**config.mk**
```make
export PLATFORM = sky130hd
export DESIGN_NAME = fta_initiator64
export DESIGN_NICKNAME = d
export VERILOG_FILES = /design/src/rtl/fta_bus_pkg.sv /design/src/rtl/fta_init_timer.sv /design/src/rtl/fta_initiator64.sv
export SDC_FILE = /design/constraint.sdc
export NUM_CORES = 1
export LEC_CHECK = 0
export ABC_AREA = 1
export CORE_MARGIN = 2
export CORE_UTILIZATION = 41
export DETAILED_ROUTE_END_ITERATION = 6
export PLACE_DENSITY = 0.78
export SETUP_SLACK_MARGIN = 0.3
export SLEW_MARGIN = 20
export SYNTH_ARGS = -nofsm -noshare
export SYNTH_HDL_FRONTEND = slang
export SYNTH_SLANG_ARGS = --single-unit
```
**constraint.sdc**
```tcl
create_clock -name clk -period 1.9 [get_ports clk]
set_clock_uncertainty 0.2 [all_clocks]
set_input_delay 0.19 -clock clk [delete_from_list [all_inputs] [get_ports clk]]
set_output_delay 0.19 -clock clk [all_outputs]
set_load 0.01 [all_outputs]
```
**src/rtl/fta_bus_pkg.sv**
```systemverilog
// FTA64 bus package: request/response types, cycle-type encodings,
// initiator state encoding and a response-match helper.
package fta_bus_pkg;

  localparam int FTA_TID_W = 8;

  localparam logic [2:0] FTA_CTI_CLASSIC = 3'b000;
  localparam logic [2:0] FTA_CTI_ERC     = 3'b001;

  // Default number of WAIT cycles before an initiator gives up.
  localparam int FTA_INIT_TIMEOUT_DEFAULT = 1023;

  typedef struct packed {
    logic                 cyc;
    logic                 we;
    logic [2:0]           cti;
    logic [3:0]           cid;
    logic [FTA_TID_W-1:0] tid;
    logic [7:0]           sel;
    logic [31:0]          padr;
    logic [63:0]          dat;
  } fta_cmd_request64_t;

  typedef struct packed {
    logic [3:0]           cid;
    logic [FTA_TID_W-1:0] tid;
    logic                 ack;
    logic                 err;
    logic                 rty;
    logic [63:0]          dat;
  } fta_cmd_response64_t;

  typedef enum logic [1:0] {
    FTA_INIT_IDLE  = 2'd0,
    FTA_INIT_ISSUE = 2'd1,
    FTA_INIT_WAIT  = 2'd2,
    FTA_INIT_DONE  = 2'd3
  } fta_init_state_t;

  // A response belongs to us when it carries any status bit and our cid/tid.
  function automatic logic fta_resp_match(input fta_cmd_response64_t r,
                                          input logic [3:0] cid,
                                          input logic [FTA_TID_W-1:0] tid);
    return (r.ack | r.err | r.rty) & (r.cid == cid) & (r.tid == tid);
  endfunction

endpackage

```
**src/rtl/fta_init_timer.sv**
```systemverilog
// Loadable down-counter; expired is high while the count sits at zero.
module fta_init_timer #(
  parameter int W = 10
) (
  input  logic         clk,
  input  logic         rst_n,
  input  logic         load,
  input  logic [W-1:0] load_val,
  input  logic         en,
  output logic         expired
);

  logic [W-1:0] cnt_r;

  // Load on request, otherwise count down while enabled and stop at zero.
  always_ff @(posedge clk or negedge rst_n) begin
    if (!rst_n) begin
      cnt_r <= '0;
    end else if (load) begin
      cnt_r <= load_val;
    end else if (en && (cnt_r != '0)) begin
      cnt_r <= cnt_r - W'(1);
    end else begin
      cnt_r <= cnt_r;
    end
  end

  assign expired = (cnt_r == '0);

endmodule

```
**src/rtl/fta_initiator64.sv**
```systemverilog
// Single-outstanding FTA64 initiator: one request per local command, response
// matched by cid/tid, completion strobed back to the local engine.
// Optional response timeout is built when FTA_INIT_TIMEOUT_EN is defined.
module fta_initiator64
  import fta_bus_pkg::*;
#(
  parameter logic [3:0] CID       = 4'd1,
  parameter logic       WR_ACK    = 1'b1,
  parameter int         MAX_RETRY = 3,
  parameter int         TIMEOUT   = FTA_INIT_TIMEOUT_DEFAULT
) (
  input  logic                clk,
  input  logic                rst_n,
  input  logic                cmd_valid,
  output logic                cmd_ready,
  input  logic                cmd_we,
  input  logic [31:0]         cmd_adr,
  input  logic [7:0]          cmd_sel,
  input  logic [63:0]         cmd_dat,
  output logic                rsp_valid,
  output logic [63:0]         rsp_dat,
  output logic                rsp_err,
  output logic                busy,
  output fta_cmd_request64_t  req,
  input  fta_cmd_response64_t resp
);

  localparam logic [1:0] IDLE  = FTA_INIT_IDLE;
  localparam logic [1:0] ISSUE = FTA_INIT_ISSUE;
  localparam logic [1:0] WAIT  = FTA_INIT_WAIT;
  localparam logic [1:0] DONE  = FTA_INIT_DONE;

  localparam int RW = (MAX_RETRY > 0) ? $clog2(MAX_RETRY + 1) : 1;
  localparam logic [FTA_TID_W-1:0] TID_ONE   = FTA_TID_W'(1);
  localparam logic [RW-1:0]        RETRY_ONE = RW'(1);
  localparam logic [RW-1:0]        RETRY_MAX = RW'(MAX_RETRY);

  logic [1:0]           state_r, state_s;
  logic                 we_r, we_s;
  logic [31:0]          adr_r, adr_s;
  logic [7:0]           sel_r, sel_s;
  logic [63:0]          dat_r, dat_s;
  logic [FTA_TID_W-1:0] tid_r, tid_s;
  logic [RW-1:0]        retry_r, retry_s;
  logic                 err_r, err_s;
  logic                 cap_s;
  logic                 match_s;
  logic                 timeout_s;
  fta_cmd_request64_t   req_s;

`ifdef FTA_INIT_TIMEOUT_EN
  localparam int TW = (TIMEOUT > 1) ? $clog2(TIMEOUT) : 1;
  logic tmr_load_s;
  logic tmr_exp_s;

  // Restart the timer every time WAIT is entered (including after a retry).
  assign tmr_load_s = (state_s == WAIT) && (state_r != WAIT);
  assign timeout_s  = tmr_exp_s;

  fta_init_timer #(.W(TW)) u_timer (
    .clk      (clk),
    .rst_n    (rst_n),
    .load     (tmr_load_s),
    .load_val (TW'(TIMEOUT - 1)),
    .en       (state_r == WAIT),
    .expired  (tmr_exp_s)
  );
`else
  // Without the timer, WAIT lasts until a matching response arrives.
  assign timeout_s = 1'b0;
`endif

  assign match_s = fta_resp_match(resp, CID, tid_r);

  // Next-state logic, command latching, retry accounting and completion status.
  always_comb begin
    state_s = state_r;
    we_s    = we_r;
    adr_s   = adr_r;
    sel_s   = sel_r;
    dat_s   = dat_r;
    tid_s   = tid_r;
    retry_s = retry_r;
    err_s   = err_r;
    cap_s   = 1'b0;
    case (state_r)
      IDLE: begin
        if (cmd_valid && cmd_ready) begin
          state_s = ISSUE;
          we_s    = cmd_we;
          adr_s   = cmd_adr;
          sel_s   = cmd_sel;
          dat_s   = cmd_dat;
          tid_s   = tid_r + TID_ONE;
          retry_s = '0;
          err_s   = 1'b0;
        end else begin
          state_s = IDLE;
        end
      end
      ISSUE: begin
        if (we_r && !WR_ACK) begin
          state_s = DONE;
          err_s   = 1'b0;
        end else begin
          state_s = WAIT;
        end
      end
      WAIT: begin
        // err beats rty beats ack when several arrive together.
        if (match_s && resp.err) begin
          state_s = DONE;
          err_s   = 1'b1;
        end else if (match_s && resp.rty) begin
          if (retry_r < RETRY_MAX) begin
            retry_s = retry_r + RETRY_ONE;
            state_s = ISSUE;
          end else begin
            state_s = DONE;
            err_s   = 1'b1;
          end
        end else if (match_s) begin
          state_s = DONE;
          err_s   = 1'b0;
          cap_s   = !we_r;
        end else if (timeout_s) begin
          state_s = DONE;
          err_s   = 1'b1;
        end else begin
          state_s = WAIT;
        end
      end
      DONE: begin
        state_s = IDLE;
        retry_s = '0;
      end
      default: begin
        state_s = IDLE;
      end
    endcase
  end

  // Request image for the ISSUE cycle, built from the values ISSUE will hold.
  always_comb begin
    req_s = '0;
    if (state_s == ISSUE) begin
      req_s.cyc  = 1'b1;
      req_s.we   = we_s;
      req_s.cti  = (we_s && WR_ACK) ? FTA_CTI_ERC : FTA_CTI_CLASSIC;
      req_s.cid  = CID;
      req_s.tid  = tid_s;
      req_s.sel  = sel_s;
      req_s.padr = adr_s;
      req_s.dat  = dat_s;
    end else begin
      req_s = '0;
    end
  end

  // State, latched command and all registered outputs.
  always_ff @(posedge clk or negedge rst_n) begin
    if (!rst_n) begin
      state_r   <= IDLE;
      we_r      <= 1'b0;
      adr_r     <= 32'd0;
      sel_r     <= 8'd0;
      dat_r     <= 64'd0;
      tid_r     <= '0;
      retry_r   <= '0;
      err_r     <= 1'b0;
      req       <= '0;
      cmd_ready <= 1'b0;
      busy      <= 1'b0;
      rsp_valid <= 1'b0;
      rsp_err   <= 1'b0;
      rsp_dat   <= 64'd0;
    end else begin
      state_r   <= state_s;
      we_r      <= we_s;
      adr_r     <= adr_s;
      sel_r     <= sel_s;
      dat_r     <= dat_s;
      tid_r     <= tid_s;
      retry_r   <= retry_s;
      err_r     <= err_s;
      req       <= req_s;
      cmd_ready <= (state_s == IDLE);
      busy      <= (state_s != IDLE);
      rsp_valid <= (state_r == DONE);
      rsp_err   <= (state_r == DONE) && err_r;
      if (cap_s) begin
        rsp_dat <= resp.dat;
      end else begin
        rsp_dat <= rsp_dat;
      end
    end
  end

endmodule

```
* After elaboration in Yosys (flattened, before gate mapping) *
Index checks and enable logic that the tools add are counted.
W data, S select, Z words.

word-level totals
  register bits after elaboration = 307
  bits of input ports = 187
  output and inout port bits = 189

operators by class
  add/subtract/negate cells = 2
  $lt $le $gt $ge = 1
  eq/ne operators = 12
  mux-type cells = 33
  bitwise logic cells = 4
  reductions and logical operators = 12

operators by type and width
  operator               number
  $mux W64               2
  $mux W121              1
  $mux W32               2
  $mux W8                4
  $mux W1                14
  $mux W2                7
  $add A8 B1 Y8 const B  1
  $eq A8 B8 Y1           1
  $ne A2 B2 Y1 const B   4
  $ne A4 B4 Y1 const B   2
  $pmux W2 S4            1
  $pmux W2 S3            1
  $reduce_and A5 Y1      1
  $eq A2 B1 Y1 const B   2
  $eq A2 B2 Y1 const B   2
  $eq A4 B1 Y1 const B   1
  $logic_and A1 B1 Y1    4
  $logic_not A2 Y1       2
  $reduce_and A4 Y1      1
  $reduce_bool A2 Y1     2
  $reduce_bool A3 Y1     1
  $add A2 B1 Y2 const B  1
  $and A1 B1 Y1          2
  $lt A2 B2 Y1 const B   1
  3 further kinds        4

* Longest topological paths before layout *
  depth in word-level cells = 10
  gate-level depth with buffers = 12

* Worst setup path before layout *
OpenSTA, ideal clock, no wires.

  path type = register to register
  start = reg retry_r[0]
  end = reg req[52] (netlist name)
  setup time = 0.069 ns
  data arrival time = 1.513 ns
  required time = 1.631 ns
  setup slack = 0.118 ns
  stages on the path, launching flop included = 10
  path buffers = 2
  clock period less this slack = 1.782 ns
  cell sequence = dfrtp_1 > ha_1 > nand3b_1 > nor2_1 > nand3_1 > nand2_1 > nand2_2 > buf_6 > buf_6 > nor2_4

RTL lines
  what                    RTL line                source
  start, declared         fta_initiator64.sv:44   logic [RW-1:0] retry_r, retry_s;
  start signal, assigned  fta_initiator64.sv:184  retry_r <= retry_s;
  end signal, assigned    fta_initiator64.sv:186  req <= req_s;
  end, declared           fta_initiator64.sv:24   output fta_cmd_request64_t req,

==> flow_summary.ini <==
[yosys]
mappedNetlistArea_sq_um = 11300
avgSynthCellArea_sq_um = 10.14
postSynthCellCount = 1114
yosys.area_share.adder = 0.002215
ys_types = 24
synthMuxAreaShare = 0
synth-simple-area-share = 0.1571
synth_xor_area_frac = 0.003876
yosys_warnings = 0
yosys_register_bits = 300
synth-compound-area-share = 0.07651
ys_seq_area_frac = 0.6644
synth_top_family_by_area = simple AND/OR/NAND/NOR gates

[timing]
fin_crit_ns = 1.995
slew_viol_final = 0
post-route-period-util = 1.050
max_freq_mhz = 501.3
fin_ws_ns = -0.09500
hold_violations = 41
whs_ns = -0.04584
finalSetupTns_ns = -0.9709
setup_viol = 41
rsz0062_at_grt = yes

[power]
powerDensity_nw_per_um2 = 1118
vdd_ir_drop_max_v = 0.0008596
p_leak_nw = 11.39

[clocking]
cts_max_level = 1
cts.sinks = 300
clk_latency_ns = 0.56
cts_tree = done
numCtsBuffers = 31
cts-root-buf = clkbuf_16
cts_buffer_depth = 3
clk_pin_slew_worst_paths_ns = 0.06

[worst_setup_path]
cpPeakStageDelay_ns = 0.43
cp_max_fo = 42
crit_chain = nand2_1, nand2_1, nor2_1, nand2_2, nor2_4, nand2_1, nand2_2, nand2_8, buf_12, nor2_1
cp.arrival_ns = 2.26
r2r_cells = 10
cpMaxStageDelayCell = dfrtp_2
required_ns = 2.17
worstReg2RegEnd = req[40]
crit_start = tid_r[4]
endpoint_kind = flop
cpMostUsedCell = nand2_1
start_kind = flop
rr_startpoint = tid_r[4]
worst-r2r-setup-slack_ns = -0.1
path_class = flop to flop
crit_end = req[40]

[detailed_routing]
drt-initial-drc-count = 652
wl_per_cell_um = 20.97
drc = 0
wl_mm = 41.77
via_count = 9859
postRouteAntennaNets = 0
via_per_inst = 4.949
dr.pass1.iters = 5

[die]
initial_core_util = 0.4181
std_cell_rows = 60
core_sq_um = 27030
ioPinCount = 376
dieArea_sq_um = 28900
die_y_um = 170.0
fp.dieW_um = 170.0

[global_routing]
grt_usage = 0.2296
antenna_found_initial = 1
grt_pass1_wl_mm = 51.76
grt_max_degree = 58
grt_pass1_vias = 9637
grt-ovfl-total = 0

[finish]
layout.cells.non_filler = 1992
fin_util = 0.7366
layout-drive-gt1-share = 0.3309
nNetsFinal = 1816
area_growth_pct = 76.17

[job]
max_cap_violations = 0

[hold_path]
hp-class = input pin to asynchronous set/reset pin

[placement]
dp_hpwl_mm = 21.41
port_buffers = 370
dpl_worst_slack_ns = -0.3666
dp.cells = 1817
gp_routability_congestion = 0.8236

[status]
status = complete, but fails checks
violations = hold timing, setup timing
-- routing by layer --
metal	share of wire	GRT usage	vias to the layer above
met4	0.049	0.09290	0
met1	0.36	0.2651	4892
met2	0.50	0.3906	464
li1	-	-	4358
met5	0	0	-
met3	0.090	0.08140	145
-- layout by cell type (no fill, tap or decap), drive strengths merged --
cell type / count
nand4: 1
clkinvlp: 1
clkinv: 7
conb: 5
nand3: 12
ha: 2
clkbuf: 65
and2: 1
buf: 107
or2: 105
nand3b: 1
nor2: 137
xor2: 5
o21ai: 171
clkdlybuf4s15: 56
clkdlybuf4s50: 186
inv: 207
dlygate4sd3: 52
dfrtp: 300
dlymetal6s2s: 113
diode: 1
nand2: 115
o2111ai: 1
-- registers in the layout, indices dropped and copies added, names as in the netlist, 2 cells and up --
signal   cells
req        114
state_r      2
tid_r        8
adr_r       32
sel_r        8
retry_r      2
dat_r       64
rsp_dat     64
-- power breakdown --
part / switching [mW] / internal, mW
Sequential: 0.508 / 7.85
Combinational: 4.04 / 3.97
Clock: 2.54 / 3.34
-- cell usage after synthesis, drive strengths merged --
library cell    n  area [sq um]
o21ai         171         855.8
xor2            5         43.79
clkbuf         32         125.1
buf            24         181.4
nand4           1         6.260
nand2         115         436.7
o2111ai         1         8.760
dfrtp         300          7507
and2            1         6.260
nor2          137         601.8
nand3b          1         7.510
conb            1         3.750
inv           206         773.2
or2           105         656.9
ha              2         25.02
nand3          12         60.06
-- repair_timing --
item | CTS | global route
pin swaps | 5 | 14
buffers inserted | 13 | 23
gates cloned | 3 | 27
hold buffers | 51 | 1
endpoints found under the hold margin | 350 | 22
endpoints found under the setup margin | 480 | 454
resized for setup | 297 | 446
-- final cells by class --
type                            instances  area [sq um]
Tap cell                              341         426.7
Antenna cell                            1         2.502
Fill cell                            1611          7119
Sequential cell                       300          7508
Timing Repair Buffer                  532          6098
Multi-Input combinational cell        556          4118
Clock buffer                           47         925.9
Clock inverter                          9         51.30
Inverter                              206         775.7
-- critical path: cells and delay by family, from the launching register on --
family / cells / cell delay, ns
buffers and inverters: 1 / 0.20
flip-flops: 1 / 0.43
AND/OR/NAND/NOR: 9 / 1.08
-- through the flow --
stage	power [mW]	instance area (sq um)
floorplan	11.55	11540
global placement	13.46	15750
detailed placement	13.70	15750
CTS	20.44	17680
global route	23.41	19910
finish	22.26	19910
-- worst min path at each step --
stage | startpoint | endpoint | slack (ns) | depth (start not counted)
finish | rst_n | req[88] | -0.05 | 2
global route | rst_n | req[88] | -0.02 | 2
CTS | rst_n | adr_r[24] | -0.05 | 2
detailed placement | rst_n | req[74] | -0.04 | 1
global placement | rst_n | adr_r[10] | -0.05 | 1
floorplan | rst_n | adr_r[0] | -0.31 | 0
-- kinds of logic (layout without fill, tap and decap cells) --
family | after synthesis | after routing
fa+ha+maj | 2 | 2
buf+inv | 262 | 794
compound gates | 172 | 172
flops | 300 | 300
xor+xnor | 5 | 5
other cells | 1 | 6
simple gates | 372 | 372
(Power assumes the default switching activity.)
==> variant 1 (config.mk and constraints unchanged) <==
The option `FTA_INIT_TIMEOUT_EN` is turned on by a define.
--- a/src/rtl/fta_initiator64.sv
+++ b/src/rtl/fta_initiator64.sv
@@ -2,4 +2,6 @@
 // matched by cid/tid, completion strobed back to the local engine.
 // Optional response timeout is built when FTA_INIT_TIMEOUT_EN is defined.
+`define FTA_INIT_TIMEOUT_EN
+
 module fta_initiator64
   import fta_bus_pkg::*;
Check against the original RTL: same outputs for any inputs over 4 cycles, from zero or initial values and one cycle with rst_n low; that may be too few to reach the edited logic, so the function may still have changed.
==> variant 1 against the unedited design <==
The flow still finishes with violations (hold timing, setup timing); non-clock buffer count up 56; wire length up 39%; final area up 20%; worst setup slack worse by 0.15 ns; sequential cell count up 10; synthesized area up 10%; highest routed layer unchanged.
Power is not compared: it rests on default switching activity, and its combinational part moved more than twofold at a synthesized area within 25%.
==> variant 1: results (changes against the unedited design) <==
Setup crit end kind=register (unchanged); register area=7762 µm² (was 7508 µm²); xor and xnor area share after synthesis=0.6316% (was 0.3876%); Root Buffer Master=clkbuf_16 (unchanged); # hold bufs at CTS=1 (was 51); drt wl/cell=26.54 µm (was 20.97 µm); H-Tree Depth=2 (was 1); Lkg Pwr=12.71 nW; top post-synthesis cells by area=dfrtp_1, nand2_1, or2_2, inv_1, nor3_2 (was dfrtp_1, o21ai_0, inv_1, or2_2, nor2_1); top post-synthesis cells by count=dfrtp_1, nand2_1, inv_1 (was dfrtp_1, inv_1, o21ai_0); Non-Filler Instances=2188 (was 1992); Setup crit start=state_r[1] (was tid_r[4]); Warnings, synthesis=0 (unchanged); async set-reset flop share out of synthesis=100.0% (unchanged); Placement Cell Area=17450 µm² (was 15750 µm²); Fillers=1429 (was 1611); dpl ws=-0.3970 ns (was -0.3666 ns); synth unique cells=31 (was 24); CTS Buf Count=34 (was 31); Worst Path Max Fanout=7 (was 42); CP max-delay cell=dfrtp_1 (was dfrtp_2); initial antenna violation count=6 (was 1); Worst-path clk slew=0.06 ns (about the same); # setup viols final=294 (was 41); Final #Nets=1964 (was 1816); Inst Count DP=1990 (was 1817); Worst Reg-to-Reg Cells=10 (unchanged); DRT iter0 DRCs=904 (was 652); hold crit path type=primary input to async pin (unchanged); GR met1 Demand/Resource=31.75% (was 26.51%); RD Place Congestion=0.8219 (was 0.8236); grt met2 use=46.57% (was 39.06%); DR vias=12230 (was 9859); routing usage on met3=6.543% (was 8.140%); setup TNS=-39.75 ns (was -0.9709 ns); Synth Area in Adders=0.8020% (was 0.2215%); first-pass GRT wire length=64080 µm (was 51760 µm); Syn Inst Count=1220 (was 1114); largest net degree at the start of global routing=65 (was 58); combinational cell power=21.3 mW; layout cells sized above 1=43.42% (was 33.09%); WHS=-0.03291 ns (was -0.04584 ns); Reg-to-Reg End=dat_r[6] (was req[40]); Hold Violations, Final=29 (was 41); GR Util All Layers=26.45% (was 22.96%); compound-cell area share of the yosys netlist=5.023% (was 7.651%); Crit path max-delay family=buffers and inverters (was simple AND/OR/NAND/NOR gates); Clk Latency, worst-skew pair=0.53 ns (was 0.56 ns); Final HPWL DP=24050 µm (was 21410 µm); failing checks=hold timing, setup timing (unchanged); post-route setup slack=-0.2491 ns (was -0.09500 ns); sw frac=38.62%; Top Registers=req (114), dat_r (64), rsp_dat (64) (unchanged); post-synthesis sequential area ratio=62.16% (was 66.44%); number of global-route vias before repair=11300 (was 9637); crit-path max cell delay=0.43 ns (about the same); Port Buffers=370 (unchanged); status=finished, violations left (unchanged)
==> variant 1: cell count changes in the layout (fill, tap and decap cells not counted), sizes merged, moves of 56 or more <==
cell and delta:
nor2 -110, buf +84, nor3 +115, nand2 +81, nand4 +68, clkdlybuf4s15 -56
==> variant 1: cell type report <==
class,count,share of cell area [%]
antenna,6,0.06279
clock buffer,50,4.233
clock inverter,9,0.5965
inverter,150,2.449
multi-input combinational,684,27.04
sequential,310,32.46
tap,390,2.041
timing repair buffer,588,31.06
timing repair inverter,1,0.04710
==> variant 1: per-layer routing <==
layer	routed length [µm]	up-vias
met5	0	-
met4	3304	0
met3	5212	233
met2	29570	775
met1	19980	6175
li1	-	5049
==> variant 1: repair_timing <==
action	in CTS	in global routing
cloned	25	36
pin swaps	59	84
gates resized for setup	196	629
setup endpoints to repair	492	492
endpoints found under the hold margin	310	22
setup buffers	38	33
==> variant 2 (same settings) <==
Made on the original files. Make the reset (`rst_n`) synchronous in one clocked block.
--- a/src/rtl/fta_initiator64.sv
+++ b/src/rtl/fta_initiator64.sv
@@ -159,5 +159,5 @@
 
   // State, latched command and all registered outputs.
-  always_ff @(posedge clk or negedge rst_n) begin
+  always_ff @(posedge clk) begin
     if (!rst_n) begin
       state_r   <= IDLE;
Behaviour: differs if rst_n is asserted again (counterexample within 4 cycles, from zero or initial values and one cycle with rst_n low); with rst_n held inactive, the same outputs for 4 cycles.
==> variant 2 against the unedited design <==
The flow finishes with violations (setup timing); final area decreased by 5.4%; global-route usage decreased by 0.63 points; synthesized cell count decreased by 8.2%; wire length decreased by 15%; sequential cell count unchanged; worst setup slack got worse by 0.092 ns; final cell count decreased by 8.2%; synthesized area decreased by 8.7%; critical endpoint is now rsp_dat[33]; largest cell class unchanged.
Power is not compared: it rests on default switching activity, and its combinational part moved more than twofold at a synthesized area within 25%.
==> variant 2: results (changes against the unedited design) <==
met2 WL=18810 µm (was 21060 µm); GR met1 Demand/Resource=24.03% (was 26.51%); routed wire length=35500 µm (was 41770 µm); Buffers, non-clock=476 (was 532); Initial DRT Pass Iterations=4 (was 5); Setup crit end=rsp_dat[33] (was req[40]); synth unique cells=27 (was 24); # setup viols final=242 (was 41); DRT iter0 DRCs=498 (was 652); setup repair bufs after CTS=19 (was 13); hold crit path type=primary input to register (was primary input to async pin); Placement Cell Area=15280 µm² (was 15750 µm²); failing checks=setup timing (was hold timing, setup timing); share of the synthesized area in the top cell type=58.22% (was 66.44%); multi-input gate count=565 (was 556); NonClk Buf Share=29.94% (was 30.63%); clock network area share=5.484% (was 4.909%); largest net degree at the start of global routing=75 (was 58); post-CTS sizing=202 (was 297); crit-path max cell delay=0.37 ns (was 0.43 ns); clock buffers=46 (was 47); compound-cell area share of the yosys netlist=6.610% (was 7.651%); register area=6026 µm² (was 7508 µm²); Crit path max-delay family=buffers and inverters (was simple AND/OR/NAND/NOR gates); fin util=75.40% (was 73.66%); routing usage on met3=6.697% (was 8.140%); Arr. time, crit path=2.34 ns (was 2.26 ns); xor and xnor area share after synthesis=0.7641% (was 0.3876%); Worst Path Max Fanout=8 (was 42); mux contribution to synthesized area=10.19% (was 0%); ys flop type=dfxtp_1 (was dfrtp_1); RD Place Congestion=0.7787 (was 0.8236); async set-reset flop share out of synthesis=0% (was 100.0%); status=finished, violations left (unchanged); WL met1=12640 µm (was 14900 µm); Multi-input gate area=5333 µm² (was 4118 µm²); grt met2 use=40.44% (was 39.06%); first-pass GRT wire length=46710 µm (was 51760 µm); top post-synthesis cells by area=dfxtp_1, mux2i_1, nor2_4, nor2_1, inv_1 (was dfrtp_1, o21ai_0, inv_1, or2_2, nor2_1); DR vias=8886 (was 9859); layout cells sized above 1=32.00% (was 33.09%); average cell area after synthesis=10.08 µm² (was 10.14 µm²); Worst Reg-to-Reg Cells=11 (was 10); post-route setup slack=-0.1871 ns (was -0.09500 ns); Final #Nets=1665 (was 1816); inverters=99 (was 206); Synth Area in Adders=0.6064% (was 0.2215%); Final HPWL DP=19280 µm (was 21410 µm)
-- variant 2: cell types whose count changed in the layout (fill, tap and decap cells not counted), sizes merged, moves of 67 or more --
cell / before / now
mux2i: 0 / 105
o21ai: 171 / 65
nand2: 115 / 43
dfrtp: 300 / 0
a21oi: 0 / 67
inv: 207 / 101
or2: 105 / 3
nor2: 137 / 243
dfxtp: 0 / 300
-- variant 2: stage by stage --
stage | hold slack (ns) | setup slack (ns) | total power, mW | instances | setup TNS, ns
floorplan | 0.1418 | 0.09994 | 7.469 | 1027 | 0
global placement | 0.2313 | -0.4496 | 8.131 | 1721 | -90.32
detailed placement | 0.2366 | -0.4971 | 8.164 | 1721 | -97.24
CTS | 0.01493 | -0.06242 | 14.52 | 1812 | -3.997
global route | 0.05886 | -0.2960 | 15.16 | 1828 | -38.04
finish | 0.07039 | -0.1871 | 14.70 | 1828 | -22.69
